===== src/rtl/reset_conditioner.sv =====
// -----------------------------------------------------------------------------
// reset_conditioner
//
// Turns the raw reset sources of the VGA designs (PLL lock and a bouncy board
// push-button) into one clean, registered, active-high reset for the
// pixel-clock domain.
//
//   * PLL lock (reset_n) asserts the output immediately and releases it
//     synchronously through a 2-flop reset synchronizer.
//   * The push-button is synchronized, debounced, and each accepted press
//     re-enters the hold-off state and emits a one-cycle btn_event pulse.
//   * After every source has released, reset stays high for HOLD_CYCLES.
//
// Parameters:
//   SYNC_STAGES      flops in the button synchronizer (>= 2)
//   DEBOUNCE_CYCLES  consecutive stable synchronized cycles needed to accept
//                    a button level change (>= 2)
//   HOLD_CYCLES      cycles reset stays high after all sources release (>= 1)
//
// Ports:
//   clk        in   pixel clock
//   reset_n    in   asynchronous active-low reset (PLL LOCK)
//   btn_n      in   raw push-button, active-low, asynchronous, bouncy
//   reset      out  active-high reset for the video core, registered
//   btn_event  out  one-cycle pulse for each accepted button press
// -----------------------------------------------------------------------------
module reset_conditioner #(
  parameter int SYNC_STAGES     = 2,
  parameter int DEBOUNCE_CYCLES = 315000,
  parameter int HOLD_CYCLES     = 1024
) (
  input  logic clk,
  input  logic reset_n,
  input  logic btn_n,
  output logic reset,
  output logic btn_event
);

  // ---------------------------------------------------------------------------
  // Elaboration-time parameter sanity checks
  // ---------------------------------------------------------------------------
  if (SYNC_STAGES < 2) begin : g_bad_sync_stages
    $error("reset_conditioner: SYNC_STAGES must be >= 2");
  end
  if (DEBOUNCE_CYCLES < 2) begin : g_bad_debounce_cycles
    $error("reset_conditioner: DEBOUNCE_CYCLES must be >= 2");
  end
  if (HOLD_CYCLES < 1) begin : g_bad_hold_cycles
    $error("reset_conditioner: HOLD_CYCLES must be >= 1");
  end

  // Counter widths: just wide enough for the largest value each counter
  // reaches (N-1), so they can never wrap. HOLD_CYCLES == 1 would give a
  // zero-width counter, hence the floor of one bit.
  localparam int DB_W   = $clog2(DEBOUNCE_CYCLES);
  localparam int HOLD_W = (HOLD_CYCLES > 1) ? $clog2(HOLD_CYCLES) : 1;

  localparam logic [DB_W-1:0]   DB_LAST   = DB_W'(DEBOUNCE_CYCLES - 1);
  localparam logic [DB_W-1:0]   DB_ONE    = DB_W'(1);
  localparam logic [HOLD_W-1:0] HOLD_LAST = HOLD_W'(HOLD_CYCLES - 1);
  localparam logic [HOLD_W-1:0] HOLD_ONE  = HOLD_W'(1);

  typedef enum logic {
    ST_HOLD = 1'b0,
    ST_RUN  = 1'b1
  } state_t;

  // ---------------------------------------------------------------------------
  // Internal reset synchronizer: cleared asynchronously by reset_n, then
  // shifts in ones so the release reaches the rest of the block two edges
  // later and always synchronously to clk.
  // ---------------------------------------------------------------------------
  logic [1:0] rst_chain_q;
  logic       rst_sync_n;

  always_ff @(posedge clk or negedge reset_n) begin
    if (!reset_n) begin
      rst_chain_q <= 2'b00;
    end else begin
      rst_chain_q <= {rst_chain_q[0], 1'b1};
    end
  end

  assign rst_sync_n = rst_chain_q[1];

  // ---------------------------------------------------------------------------
  // Button synchronizer. Resets to 1 (button released) so a reset never looks
  // like a press.
  // ---------------------------------------------------------------------------
  logic [SYNC_STAGES-1:0] btn_sync_q;
  logic                   btn_s;

  always_ff @(posedge clk or negedge rst_sync_n) begin
    if (!rst_sync_n) begin
      btn_sync_q <= '1;
    end else begin
      btn_sync_q <= {btn_sync_q[SYNC_STAGES-2:0], btn_n};
    end
  end

  assign btn_s = btn_sync_q[SYNC_STAGES-1];

  // ---------------------------------------------------------------------------
  // Debounce: count consecutive cycles in which the synchronized button
  // disagrees with the accepted level. Any agreement restarts the count; the
  // new level is accepted on the cycle the count has reached DEBOUNCE_CYCLES-1
  // and the input still disagrees.
  // ---------------------------------------------------------------------------
  logic [DB_W-1:0] db_cnt_q, db_cnt_d;
  logic            btn_db_q, btn_db_d;
  logic            btn_db_prev_q;
  logic            press_accept;

  always_comb begin
    db_cnt_d = db_cnt_q;
    btn_db_d = btn_db_q;
    if (btn_s == btn_db_q) begin
      db_cnt_d = '0;
    end else if (db_cnt_q == DB_LAST) begin
      btn_db_d = btn_s;
      db_cnt_d = '0;
    end else begin
      db_cnt_d = db_cnt_q + DB_ONE;
    end
  end

  always_ff @(posedge clk or negedge rst_sync_n) begin
    if (!rst_sync_n) begin
      db_cnt_q      <= '0;
      btn_db_q      <= 1'b1;
      btn_db_prev_q <= 1'b1;
    end else begin
      db_cnt_q      <= db_cnt_d;
      btn_db_q      <= btn_db_d;
      btn_db_prev_q <= btn_db_q;
    end
  end

  // An accepted press is the registered falling edge of the debounced level.
  // Using the delayed copy puts btn_event and the reset re-assertion one edge
  // after btn_db falls, on the same cycle.
  assign press_accept = btn_db_prev_q & ~btn_db_q;

  // ---------------------------------------------------------------------------
  // Hold-off FSM
  //   HOLD: reset high; counts cycles with the button released, restarting
  //         while it is held, and moves to RUN after HOLD_CYCLES of them.
  //   RUN : reset low; an accepted press sends it back to HOLD.
  // ---------------------------------------------------------------------------
  state_t              state_q, state_d;
  logic [HOLD_W-1:0]   hold_cnt_q, hold_cnt_d;
  logic                reset_q, reset_d;
  logic                btn_event_q, btn_event_d;

  always_comb begin
    state_d     = state_q;
    hold_cnt_d  = hold_cnt_q;
    btn_event_d = press_accept;

    case (state_q)
      ST_HOLD: begin
        if (!btn_db_q) begin
          hold_cnt_d = '0;
        end else if (hold_cnt_q == HOLD_LAST) begin
          state_d    = ST_RUN;
          hold_cnt_d = '0;
        end else begin
          hold_cnt_d = hold_cnt_q + HOLD_ONE;
        end
      end
      ST_RUN: begin
        hold_cnt_d = '0;
        if (press_accept) begin
          state_d = ST_HOLD;
        end
      end
      default: begin
        state_d    = ST_HOLD;
        hold_cnt_d = '0;
      end
    endcase

    // Registering from the next state keeps reset glitch-free and lets it
    // rise on the same edge the FSM leaves RUN.
    reset_d = (state_d != ST_RUN);
  end

  always_ff @(posedge clk or negedge rst_sync_n) begin
    if (!rst_sync_n) begin
      state_q     <= ST_HOLD;
      hold_cnt_q  <= '0;
      reset_q     <= 1'b1;
      btn_event_q <= 1'b0;
    end else begin
      state_q     <= state_d;
      hold_cnt_q  <= hold_cnt_d;
      reset_q     <= reset_d;
      btn_event_q <= btn_event_d;
    end
  end

  assign reset     = reset_q;
  assign btn_event = btn_event_q;

endmodule


===== config.mk =====
export PLATFORM = sky130hd
export DESIGN_NAME = reset_conditioner
export DESIGN_NICKNAME = d
export VERILOG_FILES = /design/src/rtl/reset_conditioner.sv
export SDC_FILE = /design/constraint.sdc
export NUM_CORES = 1
export LEC_CHECK = 0
export ABC_AREA = 0
export BUFFER_PORTS_ARGS = -buffer_cell sky130_fd_sc_hd__buf_4
export CELL_PAD_IN_SITES_DETAIL_PLACEMENT = 0
export CELL_PAD_IN_SITES_GLOBAL_PLACEMENT = 2
export CORE_ASPECT_RATIO = 0.6
export CORE_MARGIN = 10
export CORE_UTILIZATION = 40
export DETAILED_ROUTE_END_ITERATION = 10
export GPL_ROUTABILITY_DRIVEN = 0
export GPL_TIMING_DRIVEN = 0
export HOLD_SLACK_MARGIN = 0.02
export PLACE_DENSITY = 0.83
export SYNTH_ARGS = -nofsm -noshare
export SYNTH_HDL_FRONTEND = slang
export SYNTH_SLANG_ARGS = --single-unit

===== constraint.sdc =====
create_clock -name clk -period 1.5 [get_ports clk]
set_clock_uncertainty 0.1 [all_clocks]
set_input_delay 0.225 -clock clk [delete_from_list [all_inputs] [get_ports clk]]
set_output_delay 0.225 -clock clk [all_outputs]
set_load 0.005 [all_outputs]

==> results by group, run 1 <==
Synthesis
  – Area fraction of the dominant cell type after synthesis: between 40% and 50%
  – XOR/XNOR share of the synthesized area: a little under an eighth
  – Syn avg cell area: 10.72 sq um
  – Part of the Yosys area used for sequential elements: about 54%
  – Syn nets: approximately 170
  – Syn. warnings: 0
  – Post-Synth Adder-Cell Area: ~1.4%
  – Post-synth top area cell: dfrtp_1
  – Synth top area cells: dfrtp_1 (47%), xor2_1 (8.0%), dfstp_2 (7.5%)
  – Yosys cell types: 35
  – Simple-gate share of the synthesized area: approximately 26%
  – Dominant combinational cell family by area after synthesis: simple AND/OR/NAND/NOR gates
  – Post-Syn Area: 1758 sq um
  – Post-Synthesis Cells: around 160
  – Mux contribution to synthesized area: less than 1%
  – Compound-cell area share of the yosys netlist: 3.843%
  – Number of register bits inferred by synthesis: 38

Clock tree
  – Sink Count: 38
  – Max clock buf depth: 2
  – H-tree depth: 2
  – CTS tree: built
  – Clk_lat worst skew: just under 0.3 ns
  – Root Driver: clkbuf_8
  – Clock transition at path regs: approximately 0.070 ns
  – Num CTS Buffers: 5

Setup path
  – Worst R2R Path Depth: 6
  – CP delay by family, top: flip-flops
  – Critical path cell sequence: ha_4 > and3b_1 > nand4_1 > o21ai_4 > buf_6 > nor2_1
  – Reg2reg end: db_cnt_q[15]
  – WP data required: 1.58 ns
  – Slowest cell on the critical path: dfrtp_1
  – Crit end category: flip-flop
  – CP Class: flip-flop to flip-flop
  – Critical path arrival: roughly 1.7 ns
  – Worst-path maximum fanout: 10
  – Startpoint types: flip-flop
  – Reg2reg start: db_cnt_q[0]
  – CP peak stage delay: ~0.41 ns
  – Worst reg2reg setup slack: -0.10 ns
  – Crit path buf inv count: 1

Pwr
  – Power density of the placed cells: slightly above 800 nW/um^2
  – Clk pwr share: 38.7%
  – Logic pwr share: under 10%
  – Sequential share of power: 56.3%
  – Sw Share: between 20 and 25%
  – Leakage: about 0.00095 uW
  – P_sw: roughly 410 uW
  – Worst vdd ir: 0.6032 mV
  – Cell-internal power: between 1000 and 1500 uW

STA
  – Post-route clock period utilization: 106.9%
  – Slew margin rel.: roughly 58%
  – Setup ws final: -0.1036 ns
  – Period minus WS final: 1.604 ns
  – Fmax: approximately 620 MHz
  – Worst hold margin: 0.1399 ns
  – Fin. Hold Viols: 0
  – Final setup vio count: 19
  – Fin. max-slew vios: 0
  – Least-Margin Pin Slew: around 0.64 ns
  – RSZ-0062 raised after global routing: yes

Place
  – Post-DP HPWL: approximately 2600 microns
  – # port buffers: 4
  – Area after DPL: roughly 1900 sq um
  – Place WS: -0.2592 ns

Layout
  – Area Growth Syn to Fin: 30.60%
  – Final core utilization: 55.11%
  – Fillers: 353
  – Area of the multi-input gates: between 800 and 900 sq um
  – Design Area, Final: 2296 sq um
  – Most frequent cells in the layout: dfrtp_1 (27), buf_4 (21), nor2_1 (19)
  – Antenna cells: 0
  – Most common cell after layout, fill and taps aside: dfrtp_1
  – Reg area: ~960 sq um
  – Layout cells sized above 1: a little over a third
  – Final Net Count: 200

Floorplan
  – Initial core utilization: a little over two fifths
  – Chip width: between 100 and 150 microns
  – Core area: ~4200 sq um
  – Die area: around 7500 sq um
  – # IOs: 5
  – Die Span Y: 71.35 microns
  – FP Rows: 18

Worst hold path
  – Worst hold path class: primary input to asynchronous set/reset pin

Flow run
  – Maxcap violations: 0

Outcome
  – Status: complete, but fails checks
  – Violated checks: setup timing

Detailed routing
  – DR iter-0 viols: 73
  – Vias/cell: 5.105
  – Post-DR wirelength/cell: ~15 microns
  – DRT Pass-1 Iters: 4
  – Routed WL: 3965 microns
  – Number of routed nets with antenna violations: 0
  – Vias: between 1000 and 1500
  – DR DRC count: 0

GRT
  – Largest net degree at the start of global routing: 25
  – First-pass GRT wire length: between 6000 and 7000 microns
  – GRT Overall Usage: 10.88%
  – Total global routing overflow: 0
  – Antenna violations before repair: 0
  – Vias in the first global route: 1310
## power groups by stage
stage | Clock (uW) | Combinational [uW] | Sequential, uW
floorplan | 0 | 29.0 | 1080
global placement | 0 | 41.0 | 1090
detailed placement | 0 | 62.6 | 1080
CTS | 750 | 90.0 | 1050
global route | 808 | 104 | 1060
finish | 724 | 92.6 | 1050
## per-layer routing
layer	wire length (microns)	up-vias	global-route usage, %
li1	-	637	-
met1	2013	643	14.79
met2	1736	22	15.19
met3	166	5	4.018
met4	48	0	4.484
met5	0	-	0
## cells in the mapped netlist
cell and count:
mux2_2 1, buf_4 2, and2_1 4, and4_1 5, buf_6 1, inv_1 2, and3b_1 1, buf_2 1
o22ai_1 1, dfstp_2 5, a41o_1 1, xnor2_1 7, nand4_1 9, and4_2 1, and4b_1 1, and3_1 5
nand2_1 4, a21oi_1 2, nand3b_1 1, xor2_1 16, nor4_1 3, and2_2 1, nor2b_1 2, o21ai_0 2
nand2b_1 1, nand3_1 15, o22a_1 1, o21ai_4 1, nor3_1 1, or3_1 3, ha_1 2, nor2_1 27
conb_1 1, a31oi_1 1, dfrtp_1 33
## registers in the layout, indices dropped and copies added (netlist names)
register and count:
btn_db_prev_q 1, btn_db_q 1, state_q 1, hold_cnt_q 10
btn_sync_q 2, db_cnt_q 19, reset 1, rst_chain_q 2
btn_event 1
## final cells by class
| class | count | share of cell area [%] |
|---|---|---|
| Sequential cell | 38 | 42.02 |
| Multi-Input combinational cell | 120 | 39.13 |
| Timing Repair Buffer | 24 | 9.646 |
| Clock buffer | 7 | 3.760 |
| Tap cell | 60 | 3.270 |
| Buffer | 4 | 1.635 |
| Inverter | 2 | 0.3270 |
| Clock inverter | 1 | 0.2180 |
## per-stage QoR
| stage | TNS (ns) | cells | total power, uW |
|---|---|---|---|
| after floorplan | -0.1641 | 164 | 1108 |
| after global placement | -7.052 | 228 | 1127 |
| after detailed placement | -4.161 | 229 | 1139 |
| after CTS | -1.645 | 251 | 1895 |
| after global routing | -3.278 | 256 | 1969 |
| final | -1.694 | 256 | 1871 |
## how the worst max path moves through the flow
stage                      startpoint            to  slack (ns)  cells past startpoint
after detailed placement  db_cnt_q[0]  db_cnt_q[13]       -0.26                      6
after global routing      db_cnt_q[0]      btn_db_q       -0.19                      5
after floorplan           db_cnt_q[0]   db_cnt_q[0]       -0.02                      6
after CTS                 db_cnt_q[0]      btn_db_q       -0.11                      5
final                     db_cnt_q[0]  db_cnt_q[15]       -0.10                      6
after global placement    db_cnt_q[0]   db_cnt_q[0]       -0.24                      6
## timing repair
item | 4_1_cts | 5_1_grt
gates resized for setup | 19 | 19
buffers inserted | 12 | 5
hold endpoints to repair | 3 | 0
pin swaps | 10 | 7
endpoints found under the setup margin | 27 | 27
hold buffers | 2 | 0
## cell families (layout without fill, tap and decap cells)
family | Yosys count | count (layout)
simple gates | 84 | 84
flops | 38 | 38
xor+xnor | 23 | 23
compound gates | 9 | 9
buf+inv | 6 | 38
fa+ha+maj | 2 | 2
other cells | 1 | 1
mux | 1 | 1
(Power assumes the default switching activity.)
==> run 2: changes to the inputs <==
SETUP_SLACK_MARGIN = 0.4   (was not set)
==> run 2 against run 1 <==
Compared with the run above:
- the flow still finishes with violations (setup timing)
- sequential cell count unchanged
- clock-buffer cell count unchanged
- clock power increased by 0.7%
- critical endpoint is now db_cnt_q[17]
- largest cell class is now multi-input combinational cells
==> results by group, run 2 (synthesis results as in run 1) <==
Outcome
  – Status: complete, but fails checks (unchanged)
  – Violated checks: setup timing (unchanged)

Place
  – Post-DP HPWL: 2515 microns (was 2604 microns)
  – # port buffers: 4 (unchanged)

Setup path
  – WP data required: 1.57 ns (was 1.58 ns)
  – Worst-path maximum fanout: 6 (was 10)
  – Startpoint types: flip-flop (unchanged)
  – CP Class: flip-flop to flip-flop (unchanged)
  – Critical path arrival: 1.71 ns (was 1.68 ns)
  – Crit end category: flip-flop (unchanged)
  – Worst reg2reg setup slack: -0.13 ns (was -0.10 ns)

Detailed routing
  – Vias/cell: 5.333 (was 5.105)
  – DRT Pass-1 Iters: 4 (unchanged)
  – Vias: 1376 (was 1307)
  – Number of routed nets with antenna violations: 0 (unchanged)
  – Post-DR wirelength/cell: 15.71 microns (was 15.49 microns)
  – Routed WL: 4052 microns (was 3965 microns)
  – DR DRC count: 0 (unchanged)
  – DR iter-0 viols: 97 (was 73)

GRT
  – Largest net degree at the start of global routing: 37 (was 25)
  – Vias in the first global route: 1360 (was 1310)
  – First-pass GRT wire length: 6810 microns (was 6513 microns)
  – Total global routing overflow: 0 (unchanged)
  – GRT Overall Usage: 11.10% (was 10.88%)
  – Antenna violations before repair: 0 (unchanged)

Pwr
  – Power density of the placed cells: 784.6 nW/um^2 (was 815.0 nW/um^2)
  – Worst vdd ir: 0.5166 mV (was 0.6032 mV)
  – Leakage: 0.0009831 uW (was 0.0009497 uW)

Worst hold path
  – Worst hold path class: primary input to asynchronous set/reset pin (unchanged)

STA
  – Setup ws final: -0.1342 ns (was -0.1036 ns)
  – Fin. Hold Viols: 0 (unchanged)
  – Fmax: 611.9 MHz (was 623.6 MHz)
  – Final setup vio count: 19 (unchanged)
  – Post-route clock period utilization: 108.9% (was 106.9%)
  – RSZ-0062 raised after global routing: yes (unchanged)
  – Fin. max-slew vios: 0 (unchanged)
  – Period minus WS final: 1.634 ns (was 1.604 ns)
  – Worst hold margin: 0.1487 ns (was 0.1399 ns)

Clock tree
  – Sink Count: 38 (unchanged)
  – H-tree depth: 2 (unchanged)
  – Max clock buf depth: 2 (unchanged)
  – CTS tree: built (unchanged)
  – Clk_lat worst skew: 0.28 ns (was 0.29 ns)
  – Clock transition at path regs: 0.08 ns (was 0.07 ns)
  – Num CTS Buffers: 5 (unchanged)
  – Root Driver: clkbuf_8 (unchanged)

Layout
  – Biggest regs: db_cnt_q (19), hold_cnt_q (10) (unchanged)
  – Most common cell after layout, fill and taps aside: dfrtp_1 (unchanged)
  – Largest Register: db_cnt_q (unchanged)
  – Most frequent cells in the layout: dfrtp_1 (30), buf_4 (16), xor2_1 (14) (was dfrtp_1 (27), buf_4 (21), nor2_1 (19))
  – Area Growth Syn to Fin: 36.37% (was 30.60%)
  – Antenna cells: 0 (unchanged)
  – Layout cells sized above 1: 42.93% (was 36.22%)
  – Final Net Count: 202 (was 200)
  – Max reg flops: 19 (unchanged)
  – Final core utilization: 57.54% (was 55.11%)

Floorplan
  – Chip width: 105.6 microns (unchanged)
  – Die area: 7533 sq um (unchanged)
  – Initial core utilization: 42.19% (unchanged)
  – # IOs: 5 (unchanged)
  – Core area: 4167 sq um (unchanged)
  – FP Rows: 18 (unchanged)
  – Die Span Y: 71.35 microns (unchanged)

Flow run
  – Maxcap violations: 0 (unchanged)
[run 2: cell types whose count changed in the layout (fill, tap and decap cells not counted), moves of 4 or more]
cell / before / now
nor2_1: 19 / 12
nand3_1: 14 / 10
dfrtp_2: 6 / 2
buf_6: 3 / 11
nor2_2: 4 / 10
buf_4: 21 / 16
[run 2: final timing paths]
kind,startpoint,endpoint,cells past startpoint
max in group asynchronous,rst_chain_q[1],btn_db_prev_q,0
min reg2reg,rst_chain_q[1],db_cnt_q[1],0
min in group clk,rst_chain_q[0],rst_chain_q[1],0
max reg2reg,db_cnt_q[0],db_cnt_q[17],6
min,reset_n,rst_chain_q[1],2
max,db_cnt_q[0],db_cnt_q[17],6
[run 2: power by group]
group | switching (uW) | internal, uW
Combinational | 39.4 | 46.5
Clock | 357 | 371
Sequential | 27.1 | 1040
[run 2: cell type report]
type	instances	area, sq um
repair buffers	26	242.7
multi-input cells	120	975.9
inverters	2	7.507
fillers	368	1769
well taps	60	75.07
clock inverters	1	5.005
plain buffers	4	41.29
clock buffers	7	86.33
flip-flops and latches	38	963.4
[run 2: worst max-delay path, cell delays in order (launching register included)]
cell     delay [ns]
dfrtp_2        0.41
ha_4           0.18
and3b_1        0.18
nand4_1        0.17
o21ai_4        0.26
buf_6          0.18
a21oi_2        0.04
[run 2: metal layers]
| metal | wire length, microns | part of all wire (%) | vias up | global-route usage (%) |
|---|---|---|---|---|
| met5 | 0 | 0 | - | 0 |
| met2 | 1808 | 45 | 30 | 16.15 |
| met3 | 234 | 5.8 | 2 | 3.661 |
| li1 | - | - | 635 | - |
| met4 | 8 | 0.20 | 0 | 2.691 |
| met1 | 2000 | 49 | 709 | 15.49 |
[run 2: stage by stage]
step	total power [uW]	cells	setup TNS [ns]	setup WS [ns]	cell area, sq um
2_1_floorplan	1111	164	-0.1641	-0.01947	1823
3_3_place_gp	1130	228	-3.489	-0.2529	1928
3_5_place_dp	1133	228	-4.154	-0.2895	1928
4_1_cts	1883	253	-1.910	-0.1223	2257
5_1_grt	1976	258	-3.769	-0.2143	2397
6_report	1881	258	-2.247	-0.1342	2397
[run 2: what timing repair did]
item	in CTS	in global routing
gates resized for setup	23	28
endpoints found under the setup margin	34	35
hold buffers	2	0
cloned	0	1
endpoints found under the hold margin	3	0
pin swaps	16	9
buffers inserted	15	4
==> run 3: changes to the inputs <==
--- a/config.mk
+++ b/config.mk
@@ -11,4 +11,3 @@
 export CELL_PAD_IN_SITES_GLOBAL_PLACEMENT = 2
-export CORE_ASPECT_RATIO = 0.6
-export CORE_MARGIN = 10
+export CORE_ASPECT_RATIO = 1.1
 export CORE_UTILIZATION = 40
==> constraint.sdc (replaced) <==
create_clock -name clk -period 1.5 [get_ports clk]
set_clock_uncertainty 0.1 [all_clocks]
set_input_delay 0.075 -clock clk [delete_from_list [all_inputs] [get_ports clk]]
set_output_delay 0.075 -clock clk [all_outputs]
set_load 0.005 [all_outputs]
==> run 3 against run 2 <==
Compared with the run above:
- the flow still finishes with violations (setup timing)
- non-clock buffer count stayed put
- combinational power is 17% lower
- sequential cell count stayed put
- clock-buffer cell count is 1 lower
==> results by group, run 3 (synthesis results as in run 1) <==
Outcome
  – Status: complete, but fails checks (unchanged)
  – Violated checks: setup timing (unchanged)

Pwr
  – Power density of the placed cells: 914.3 nW/um^2 (was 784.6 nW/um^2)
  – Worst vdd ir: 0.7218 mV (was 0.5166 mV)
  – Leakage: 0.001009 uW (was 0.0009831 uW)

Layout
  – Final Net Count: 202 (unchanged)
  – Area of the multi-input gates: 953.4 sq um (was 975.9 sq um)
  – Biggest regs: db_cnt_q (19), hold_cnt_q (10) (unchanged)
  – Max reg flops: 19 (unchanged)
  – Fillers: 357 (was 368)
  – Most frequent cells in the layout: dfrtp_1 (30), nor2_1 (19), buf_4 (18) (was dfrtp_1 (30), buf_4 (16), xor2_1 (14))
  – Design Area, Final: 2399 sq um (was 2397 sq um)
  – Antenna cells: 0 (unchanged)
  – Reg area: 963.4 sq um (unchanged)
  – Layout cells sized above 1: 39.39% (was 42.93%)
  – Largest Register: db_cnt_q (unchanged)
  – Area Growth Syn to Fin: 36.44% (was 36.37%)
  – Most common cell after layout, fill and taps aside: dfrtp_1 (unchanged)

Detailed routing
  – Vias: 1315 (was 1376)
  – DR DRC count: 0 (unchanged)
  – DR iter-0 viols: 42 (was 97)
  – Routed WL: 3542 microns (was 4052 microns)
  – Post-DR wirelength/cell: 14.17 microns (was 15.71 microns)
  – DRT Pass-1 Iters: 4 (unchanged)
  – Vias/cell: 5.260 (was 5.333)
  – Number of routed nets with antenna violations: 0 (unchanged)

Place
  – Post-DP HPWL: 2293 microns (was 2515 microns)
  – Area after DPL: 1918 sq um (was 1928 sq um)
  – # port buffers: 4 (unchanged)

STA
  – Post-route clock period utilization: 107.1% (was 108.9%)
  – RSZ-0062 raised after global routing: yes (unchanged)
  – Period minus WS final: 1.607 ns (was 1.634 ns)
  – Final setup vio count: 19 (unchanged)
  – Final setup TNS: -1.678 ns (was -2.247 ns)
  – Fin. Hold Viols: 0 (unchanged)
  – Fin. max-slew vios: 0 (unchanged)
  – Worst hold margin: 0.1860 ns (was 0.1487 ns)
  – Setup ws final: -0.1072 ns (was -0.1342 ns)
  – Fmax: 622.2 MHz (was 611.9 MHz)

Clock tree
  – Max clock buf depth: 2 (unchanged)
  – H-tree depth: 2 (unchanged)
  – Sink Count: 38 (unchanged)
  – Num CTS Buffers: 5 (unchanged)
  – Clock transition at path regs: 0.07 ns (was 0.08 ns)
  – CTS tree: built (unchanged)
  – Clk_lat worst skew: 0.29 ns (was 0.28 ns)
  – Root Driver: clkbuf_8 (unchanged)

Setup path
  – CP Class: flip-flop to flip-flop (unchanged)
  – Critical path arrival: 1.68 ns (was 1.71 ns)
  – WP data required: 1.57 ns (about the same)
  – Crit end category: flip-flop (unchanged)
  – Worst-path maximum fanout: 6 (unchanged)
  – Startpoint types: flip-flop (unchanged)

GRT
  – First-pass GRT wire length: 6272 microns (was 6810 microns)
  – Antenna violations before repair: 0 (unchanged)
  – Vias in the first global route: 1381 (was 1360)
  – Total global routing overflow: 0 (unchanged)
  – GRT Overall Usage: 17.93% (was 11.10%)
  – Largest net degree at the start of global routing: 37 (unchanged)

Floorplan
  – Die Span Y: 71.53 microns (was 71.35 microns)
  – # IOs: 5 (unchanged)
  – FP Rows: 24 (was 18)
  – Die area: 4664 sq um (was 7533 sq um)
  – Core area: 4084 sq um (was 4167 sq um)
  – Chip width: 65.21 microns (was 105.6 microns)
  – Initial core utilization: 43.05% (was 42.19%)

Flow run
  – Maxcap violations: 0 (unchanged)

Worst hold path
  – Worst hold path class: flip-flop to asynchronous set/reset pin (was primary input to asynchronous set/reset pin)
[run 3: changes by cell type in the layout (fill, tap and decap cells not counted), moves of 2 or more]
| cell | delta |
|---|---|
| nor2_2 | -4 |
| bufinv_16 | +2 |
| buf_4 | +2 |
| buf_6 | -2 |
| or3_1 | -2 |
| nor2_1 | +7 |
| or3_4 | +2 |
| nor2_4 | -3 |
| nor4_2 | -2 |
[run 3: worst paths after layout]
kind,cells after the start,to,slack (ns),start
max,6,db_cnt_q[18],-0.11,db_cnt_q[1]
min,0,db_cnt_q[1],0.19,rst_chain_q[1]
max reg2reg,6,db_cnt_q[18],-0.11,db_cnt_q[1]
min reg2reg,0,db_cnt_q[1],0.19,rst_chain_q[1]
max in group asynchronous,3,rst_chain_q[1],0.62,reset_n
min in group clk,0,rst_chain_q[1],0.26,rst_chain_q[0]
[run 3: stage by stage]
step | power [uW] | utilization, % | setup WS, ns | instances
2_1_floorplan | 1111 | - | -0.01947 | 164
3_3_place_gp | 1128 | 46.97 | -0.2401 | 220
3_5_place_dp | 1131 | 46.97 | -0.2474 | 220
4_1_cts | 2225 | 54.99 | -0.1250 | 241
5_1_grt | 2287 | 58.73 | -0.1826 | 250
6_report | 2193 | 58.73 | -0.1072 | 250
[run 3: power breakdown]
group	internal, uW	leakage [uW]	switching [uW]	total, uW
clock network	709	0.0000714	348	1060
logic	39.2	0.000435	31.7	70.9
registers	1040	0.000502	25.9	1070
[run 3: layout make-up]
type / instances / share of cell area (%)
inverters: 2 / 0.3130
plain buffers: 4 / 1.721
flip-flops and latches: 38 / 40.17
clock inverters: 2 / 2.504
clock buffers: 6 / 3.443
repair buffers: 26 / 9.390
multi-input cells: 120 / 39.75
well taps: 52 / 2.713
[run 3: routing by layer]
layer / vias up / share of wire, % / track usage [%]
met4: 0 / 1.9 / 7.246
met3: 7 / 3.2 / 4.936
met5: - / 0 / 0
met2: 20 / 53 / 31.50
li1: 635 / - / -
met1: 653 / 41 / 20.33
[run 3: critical path, stage by stage (launching register included)]
cell and delay, ns:
dfrtp_1 0.40, ha_4 0.17, and3b_1 0.17, nand4_1 0.20
o21ai_4 0.23, buf_6 0.18, a21oi_2 0.04
[run 3: what timing repair did]
action / in CTS / in global routing
hold buffers: 3 / 0
buffers inserted: 10 / 9
pin swaps: 9 / 18
resized for setup: 18 / 20
endpoints found under the hold margin: 3 / 0
endpoints found under the setup margin: 31 / 34
